[config.mk]
export PLATFORM = sky130hd
export DESIGN_NAME = apb_mem_responder_flat
export DESIGN_NICKNAME = d
export VERILOG_FILES = /design/src/rtl/apb_mem_responder_if.sv /design/src/rtl/apb_mem_responder.sv /design/src/flat_wrapper.sv
export SDC_FILE = /design/constraint.sdc
export NUM_CORES = 1
export LEC_CHECK = 0
export ABC_AREA = 1
export CORE_MARGIN = 5
export CORE_UTILIZATION = 50
export DETAILED_ROUTE_END_ITERATION = 7
export PLACE_DENSITY = 0.67
export REMOVE_ABC_BUFFERS = 1
export SYNTH_ARGS = -nofsm -noshare
export SYNTH_HDL_FRONTEND = slang
export SYNTH_SLANG_ARGS = --single-unit
[constraint.sdc]
create_clock -name clk -period 2.35 [get_ports clk]
set_input_delay 0.3525 -clock clk [delete_from_list [all_inputs] [get_ports clk]]
set_output_delay 0.3525 -clock clk [all_outputs]
set_load 0.02 [all_outputs]
[src/rtl/apb_mem_responder_if.sv]
// APB3 bus bundle shared by the team's APB master and apb_mem_responder.
//   psel/penable/pwrite/paddr/pwdata : master -> completer
//   prdata/pready/pslverr            : completer -> master (zero when not addressed)
interface apb_mem_responder_if #(
  parameter int DATA_W = 32
);
  logic              psel;
  logic              penable;
  logic              pwrite;
  logic [15:0]       paddr;
  logic [DATA_W-1:0] pwdata;
  logic [DATA_W-1:0] prdata;
  logic              pready;
  logic              pslverr;

  modport master (
    output psel, penable, pwrite, paddr, pwdata,
    input  prdata, pready, pslverr
  );

  modport slave (
    input  psel, penable, pwrite, paddr, pwdata,
    output prdata, pready, pslverr
  );
endinterface

[src/rtl/apb_mem_responder.sv]
// APB3 completer exposing a DEPTH-word memory window on page `id`
// (paddr[15:8]), with WAIT_CYCLES extra access cycles and PSLVERR for
// out-of-range or misaligned addresses. Bus outputs are zero when the
// block is not addressed so several instances can be OR-combined.
// Ports:
//   clk      : bus clock, rising edge
//   rst_n    : asynchronous active-low reset (clears memory)
//   id       : page ID compared against paddr[15:8]
//   apb      : APB3 slave modport (psel/penable/pwrite/paddr/pwdata in,
//              prdata/pready/pslverr out)
//   wr_pulse : one-cycle pulse in the cycle after a write commits
//   wr_index : word index of the last committed write
module apb_mem_responder #(
  parameter int DATA_W      = 32,
  parameter int DEPTH       = 16,
  parameter int WAIT_CYCLES = 1
) (
  input  logic                  clk,
  input  logic                  rst_n,
  input  logic [7:0]            id,
  apb_mem_responder_if.slave    apb,
  output logic                  wr_pulse,
  output logic [5:0]            wr_index
);

  localparam int         IDX_W   = (DEPTH > 1) ? $clog2(DEPTH) : 1;
  localparam logic [6:0] DEPTH_L = 7'(DEPTH);

  typedef enum logic [1:0] {
    ST_IDLE,
    ST_SETUP,
    ST_ACCESS
  } state_t;

  state_t            r_state;
  state_t            w_state_nxt;
  logic [3:0]        r_cnt;
  logic [3:0]        w_cnt_nxt;

  logic [7:0]        r_addr;
  logic              r_write;
  logic [DATA_W-1:0] r_wdata;
  logic [DATA_W-1:0] r_mem [DEPTH];
  logic              r_wr_pulse;
  logic [5:0]        r_wr_index;

  logic              w_hit;
  logic              w_busy;
  logic              w_ready;
  logic              w_done;
  logic              w_err;
  logic              w_wr_ok;
  logic              w_latch;
  logic [5:0]        w_word;
  logic [IDX_W-1:0]  w_idx;

  assign w_hit   = apb.psel && (apb.paddr[15:8] == id);
  assign w_word  = r_addr[7:2];
  assign w_idx   = r_addr[2 +: IDX_W];
  assign w_err   = ({1'b0, w_word} >= DEPTH_L) || (r_addr[1:0] != 2'b00);
  assign w_busy  = (r_state != ST_IDLE);
  // The FSM lags the bus by one cycle: ST_SETUP is entered on the edge
  // that closes the bus SETUP phase, so it coincides with the first
  // ACCESS-phase cycle. This keeps the transfer at 2+WAIT_CYCLES cycles.
  assign w_ready = w_hit && w_busy && (r_cnt == '0);
  assign w_done  = w_ready && ((r_state == ST_ACCESS) || apb.penable);
  assign w_wr_ok = w_done && r_write && !w_err;
  assign w_latch = (r_state == ST_IDLE) && w_hit && !apb.penable;

  // State register
  always_ff @(posedge clk or negedge rst_n) begin
    if (!rst_n) begin
      r_state <= ST_IDLE;
      r_cnt   <= '0;
    end else begin
      r_state <= w_state_nxt;
      r_cnt   <= w_cnt_nxt;
    end
  end

  // Next-state logic
  always_comb begin
    w_state_nxt = r_state;
    w_cnt_nxt   = r_cnt;
    case (r_state)
      ST_IDLE: begin
        if (w_hit && !apb.penable) begin
          w_state_nxt = ST_SETUP;
          w_cnt_nxt   = 4'(WAIT_CYCLES);
        end
      end
      ST_SETUP: begin
        if (w_hit && apb.penable) begin
          if (r_cnt == '0) begin
            w_state_nxt = ST_IDLE;
          end else begin
            w_state_nxt = ST_ACCESS;
            w_cnt_nxt   = r_cnt - 4'd1;
          end
        end else begin
          w_state_nxt = ST_IDLE;
        end
      end
      ST_ACCESS: begin
        if (!w_hit || (r_cnt == '0)) begin
          w_state_nxt = ST_IDLE;
        end else begin
          w_cnt_nxt = r_cnt - 4'd1;
        end
      end
      default: begin
        w_state_nxt = ST_IDLE;
        w_cnt_nxt   = '0;
      end
    endcase
  end

  // Output decode
  always_comb begin
    apb.pready  = w_ready;
    apb.pslverr = w_ready && w_err;
    apb.prdata  = (w_ready && !r_write && !w_err) ? r_mem[w_idx] : '0;
    wr_pulse    = r_wr_pulse;
    wr_index    = r_wr_index;
  end

  // Transfer attributes captured in the SETUP phase; later bus changes ignored.
  always_ff @(posedge clk or negedge rst_n) begin
    if (!rst_n) begin
      r_addr  <= '0;
      r_write <= 1'b0;
      r_wdata <= '0;
    end else if (w_latch) begin
      r_addr  <= apb.paddr[7:0];
      r_write <= apb.pwrite;
      r_wdata <= apb.pwdata;
    end
  end

  always_ff @(posedge clk or negedge rst_n) begin
    if (!rst_n) begin
      for (int unsigned i = 0; i < DEPTH; i++) begin
        r_mem[i] <= '0;
      end
      r_wr_pulse <= 1'b0;
      r_wr_index <= '0;
    end else begin
      r_wr_pulse <= w_wr_ok;
      if (w_wr_ok) begin
        r_mem[w_idx] <= r_wdata;
        r_wr_index   <= w_word;
      end
    end
  end

endmodule

[src/flat_wrapper.sv]
// flat-port wrapper written by rule: the top's interface ports become plain ports
module apb_mem_responder_flat 
#(
  parameter int DATA_W      = 32,
  parameter int DEPTH       = 16,
  parameter int WAIT_CYCLES = 1
)
  (clk, rst_n, id, wr_pulse, wr_index, apb_psel, apb_penable, apb_pwrite, apb_paddr, apb_pwdata, apb_prdata, apb_pready, apb_pslverr);
  apb_mem_responder_if #(.DATA_W(DATA_W)) apb_i ();
  input  logic clk;
  input  logic rst_n;
  input  logic [7:0] id;
  output logic wr_pulse;
  output logic [5:0] wr_index;
  input wire logic [$bits(apb_i.psel)-1:0] apb_psel;
  input wire logic [$bits(apb_i.penable)-1:0] apb_penable;
  input wire logic [$bits(apb_i.pwrite)-1:0] apb_pwrite;
  input wire logic [$bits(apb_i.paddr)-1:0] apb_paddr;
  input wire logic [$bits(apb_i.pwdata)-1:0] apb_pwdata;
  output wire logic [$bits(apb_i.prdata)-1:0] apb_prdata;
  output wire logic [$bits(apb_i.pready)-1:0] apb_pready;
  output wire logic [$bits(apb_i.pslverr)-1:0] apb_pslverr;
  assign apb_i.psel = apb_psel;
  assign apb_i.penable = apb_penable;
  assign apb_i.pwrite = apb_pwrite;
  assign apb_i.paddr = apb_paddr;
  assign apb_i.pwdata = apb_pwdata;
  assign apb_prdata = apb_i.prdata;
  assign apb_pready = apb_i.pready;
  assign apb_pslverr = apb_i.pslverr;
  apb_mem_responder #(.DATA_W(DATA_W), .DEPTH(DEPTH), .WAIT_CYCLES(WAIT_CYCLES)) u_core (.clk(clk), .rst_n(rst_n), .id(id), .apb(apb_i), .wr_pulse(wr_pulse), .wr_index(wr_index));
endmodule
* Word level (Yosys, flattened, before mapping) *
Index checks and enable logic that the tools add are counted.

storage, ports and cells
  register bits = 566
  bits in latches = 0
  bits in writable memories = 0
  memory bits (read-only) = 0
  memories = 0

operators by class
  add/subtract/negate cells = 1
  $mul = 0
  divide/modulo/power cells = 0
  order comparisons = 3
  equal/unequal tests = 8
  shift operators = 0
  mux-type cells = 17
  bitwise gates (word level) = 1
  reduce and logical (&&, ||, !) cells = 27

operators with widths
  cell                 count
  $bwmux 512           1
  $bmux 32 s4          1
  $demux 32 s4         1
  $mux 32              4
  $mux 4               4
  $logic_and 1x1->1    14
  $pmux 4 s3           1
  $eq 8x8->1           1
  $mux 2               4
  $ne 2x2->1 const B   4
  $ge 6x5->1 const B   1
  $pmux 2 s3           1
  $ge 5x5->1 const B   1
  $lt 5x1->1 const B   1
  $not 4->5            1
  $logic_not 1->1      4
  $logic_not 4->1      1
  $reduce_and 4->1     1
  $reduce_bool 2->1    2
  $sub 4x1->4 const B  1
  $logic_or 1x1->1     3
  $eq 2x1->1 const B   1
  $eq 2x2->1 const B   1
  $logic_not 2->1      1
  2 further kinds      2

* Longest topological paths before layout *
  depth in word-level cells = 7
  gate-level depth with buffers = 13

* Least setup slack after synthesis *
No wires, ideal clock.

  kind = register to output
  start = reg u_core.r_state[0]
  end = out apb_prdata[21]
  arrival = 2.071 ns
  slack = -0.074 ns
  stages on the path, launching flop included = 10
  path buffers = 2
  path through = dfrtp_1 > inv_1 > ha_1 > clkbuf_1 > nor2_1 > nand2_1 > inv_1 > nand2_1 > clkbuf_1 > nor3_1

between the ends
  word-level cells in the longest chain between the ends = 6

ends and longest elaborated chain
  what                             RTL line                  RTL
  start, declared                  apb_mem_responder.sv:35   state_t r_state;
  start signal, assigned           apb_mem_responder.sv:76   r_state <= w_state_nxt;
  $reduce_bool 2->1                apb_mem_responder.sv:61   assign w_busy = (r_state != ST_IDLE);
  $logic_and 1x1->1 (2 in series)  apb_mem_responder.sv:65   assign w_ready = w_hit && w_busy && (r_cnt == '0);
  named net apb_pready             flat_wrapper.sv:21        output wire logic [$bits(apb_i.pready)-1:0] apb_pready;
  $logic_and 1x1->1 (2 in series)  apb_mem_responder.sv:122  apb.prdata = (w_ready && !r_write && !w_err) ? r_mem[w_idx] : '0;
  $mux 32                          apb_mem_responder.sv:122
  end, declared                    flat_wrapper.sv:20        output wire logic [$bits(apb_i.prdata)-1:0] apb_prdata;

The timed path passes the listed nets, and every way through them passes these cells.

* Worst setup path after layout *
  start = reg u_core.r_addr[3]
  end = out apb_prdata[30]

between the ends
  word-level cells in the longest chain between the ends = 5

ends and longest elaborated chain
  what                                             RTL line                                           RTL
  start, declared                                  apb_mem_responder.sv:40                            logic [7:0] r_addr;
  start signal, assigned                           apb_mem_responder.sv:134                           r_addr <= apb.paddr[7:0];
  $ge 6x5->1 or $not 4->5 (tied branches)          apb_mem_responder.sv:60, apb_mem_responder.sv:122
  $logic_or 1x1->1 or $bmux 32 s4 (tied branches)  apb_mem_responder.sv:60, apb_mem_responder.sv:122
  $logic_not 1->1 or $mux 32 (tied branches)       apb_mem_responder.sv:122
  $logic_and 1x1->1 or $mux 32 (tied branches)     apb_mem_responder.sv:122
  $mux 32 *                                        apb_mem_responder.sv:122

Every way passes the cells marked *; elsewhere a longest branch is shown, timed or not. The select of a mux whose other input is x is not followed.

==> results.tsv <==
stage	metric	value	unit
logic_synthesis	cell area after synthesis	26800	um2
global_routing	gr usage total	0.3125	
setup_path	FF-to-FF setup slack	0.03	ns
drt	Routed WL	100700	um
clock_network	Worst-path clk slew	0.06	ns
sta	number of setup violations in the final report	32	
sta	fmax	334.5	MHz
die	Die W	241.5	um
layout	final net count	3453	
place	I/O Buffers	101	
global_routing	Overflow after GRT	0	
drt	wire per inst	24.42	um
setup_path	Critical Path RT	2.00	ns
clock_network	clk_lat worst skew	0.63	ns
die	die area	58340	um2
sta	Relative slew margins	0.2441	
run	Maximum Capacitance Violations	0	
die	boundary pin count	102	
logic_synthesis	cells after synthesis	3229	
logic_synthesis	share of the synthesized area in the top cell type	0.5284	
layout	final cell count without fillers	4123	
clock_network	clk buf depth	3	
worst_hold_path	Worst Hold Class	primary input to asynchronous set/reset pin	
logic_synthesis	synthesized area per cell	8.301	um2
setup_path	Cell Chain, Critical Path	nand2_8, buf_12, clkinv_2, a22oi_2, nand2_1, nand2_1, nand2_2, a21oi_4, a21oi_2, buf_4	
place	placed instance count	3924	
setup_path	CP dominant cell by count	nand2_1	
place	global placement routability congestion	0.8714	
global_routing	largest net degree at the start of global routing	98	
layout	most frequent cells in the layout	nand2_1, dfrtp_1, nand4_1, nor3_1, buf_4	
setup_path	Max FO, Critical Path	7	
logic_synthesis	Yosys warnings	0	
global_routing	initial antenna violation count	2	
layout	Register Area	14180	um2
global_routing	vias in the first global route	25510	
sta	RSZ-0062 raised after global routing	true	
layout	# fillers	4008	
drt	count of TritonRoute iterations in the first routing pass	6	
clock_network	CTS root buf	clkbuf_16	
logic_synthesis	Netlist cell types	27	
layout	layout cells sized above 1	0.1910	
sta	post-route minimum period	2.989	ns
die	core footprint	52870	um2
clock_network	Num CTS Buffers	60	
setup_path	CP Class	flop to output pin	
setup_path	slowest stage delay, CP	0.58	ns
power	pwr dens	674.3	nW/um2
sta	fin worst setup slack	-0.6394	ns
outcome	failing checks	negative setup slack	
layout	Antenna diodes	0	
power	P_leak	17.39	nW
drt	Via Count	26900	
logic_synthesis	sequential area share after synthesis	0.5284	
layout	footprint of the multi-input gates	12150	um2
sta	Worst-Margin Slew	1.134	ns
die	Initial Utilization	0.5070	
logic_synthesis	Yosys reg bits	566	
setup_path	Worst setup SP type	flop	
setup_path	crit path buf inv count	3	
clock_network	Clock Sinks	566	
global_routing	first-pass GRT wire length	148100	um
drt	DR vias/cell	6.523	
sta	Slew Viols, Final	0	
layout	commonest non-fill, non-tap cell in the layout	nand2_1	
setup_path	worst path arrival time	2.64	ns
clock_network	CTS tree	yes	
power	Peak supply drop	712.2	uV
setup_path	Worst path slowest cell	dfrtp_4	
sta	skew final	0.01459	ns
logic_synthesis	area leader, netlist	dfrtp_1	
die	Die Ht	241.5	um
sta	Hold Vio Cnt, Final	0	
drt	DRT antenna net count	0	
logic_synthesis	top post-synthesis cells by area	dfrtp_1, nand2_1, nand4_1	
layout	Area Overhead vs Synth	30.34	%
sta	Final period util	1.272	
drt	DR DRC count	0	
setup_path	family with the most delay on the worst path	flip-flops	
sta	TNS Setup	-16.78	ns
clock_network	H-tree depth	2	
die	Rows	84	
place	Post-DP HPWL	55130	um
outcome	status	finished, violations left	
setup_path	Worst Setup End Kind	output pin	
drt	initial DRC count	3970	
## power by group
group / internal, W / total (W) / switching, W
clock: 0.00599 / 0.0101 / 0.00410
sequential: 0.00983 / 0.0100 / 0.000222
combinational: 0.00127 / 0.00342 / 0.00216
total: 0.0171 / 0.0236 / 0.00648
## final cells by class
class                           count  share of cell area
Inverter                           66            0.007592
Sequential cell                   566              0.4058
Multi-Input combinational cell   2265              0.3479
Clock inverter                     20            0.008201
Clock buffer                       91             0.05121
Tap cell                          688             0.02464
Timing Repair Buffer              427              0.1546
## per-stage QoR
| step | util | setup slack (ns) | power [W] | hold slack (ns) | cell area [um2] |
|---|---|---|---|---|---|
| 2_1_floorplan | - | -9.440 | 0.01147 | 0.05691 | 25370 |
| 3_3_place_gp | 0.5709 | -0.6398 | 0.01289 | 0.3420 | 30180 |
| 3_5_place_dp | 0.5709 | -0.7318 | 0.01294 | 0.3420 | 30180 |
| 4_1_cts | 0.6225 | -0.5950 | 0.02313 | 0.2576 | 32910 |
| 5_1_grt | 0.6609 | -0.6700 | 0.02417 | 0.2785 | 34940 |
| 6_report | 0.6609 | -0.6394 | 0.02356 | 0.2733 | 34940 |
## timing repair
action	4_1_cts	5_1_grt
pin swaps	51	114
cloned	7	25
setup endpoints to repair	208	522
hold endpoints to repair	47	0
buffers inserted	19	43
hold buffers	1	0
gates resized for setup	284	249
## cell usage after synthesis (all sizes together)
cell type	instances
nor3	311
clkbuf	246
o31ai	93
nand3	63
xor2	1
o21ai	163
nor2	24
o22ai	125
buf	86
inv	65
nand2	1070
o21bai	3
nand4	390
a21oi	4
dfrtp	566
nand3b	1
ha	6
a22oi	8
xnor2	3
clkinv	1
## worst paths after layout
check                                   from           endpoint  cells past startpoint
max in group asynchronous              rst_n   u_core.r_mem[60]                      4
hold / removal                         rst_n  u_core.r_mem[108]                      2
setup / recovery            u_core.r_addr[3]     apb_prdata[30]                     10
hold reg to reg            u_core.r_mem[159]  u_core.r_mem[159]                      2
min in group clk                apb_paddr[6]   u_core.r_addr[6]                      3
setup reg to reg            u_core.r_addr[2]  u_core.r_mem[309]                      9
## state kept, by name, summed over array words and instances (netlist names)
signal,cells
u_core.r_addr,8
u_core.r_cnt,4
u_core.r_mem,512
u_core.r_state,2
u_core.r_wdata,32
u_core.r_write,1
u_core.wr_index,6
u_core.wr_pulse,1
## cells by family after synthesis
logic type	synth area share
compound gates	0.08948
xor+xnor	0.001307
fa+ha+maj	0.002801
buf+inv	0.06274
flops	0.5284
simple gates	0.3153
## layer usage
metal  up-vias  track usage  wire [um]
met5         -            0          9
met4         2       0.1252       5138
met3       362      0.05847      11130
met2      1769       0.5058      46200
met1     13180       0.4204      38200
li1      11580            -          -
(Power assumes the default switching activity.)
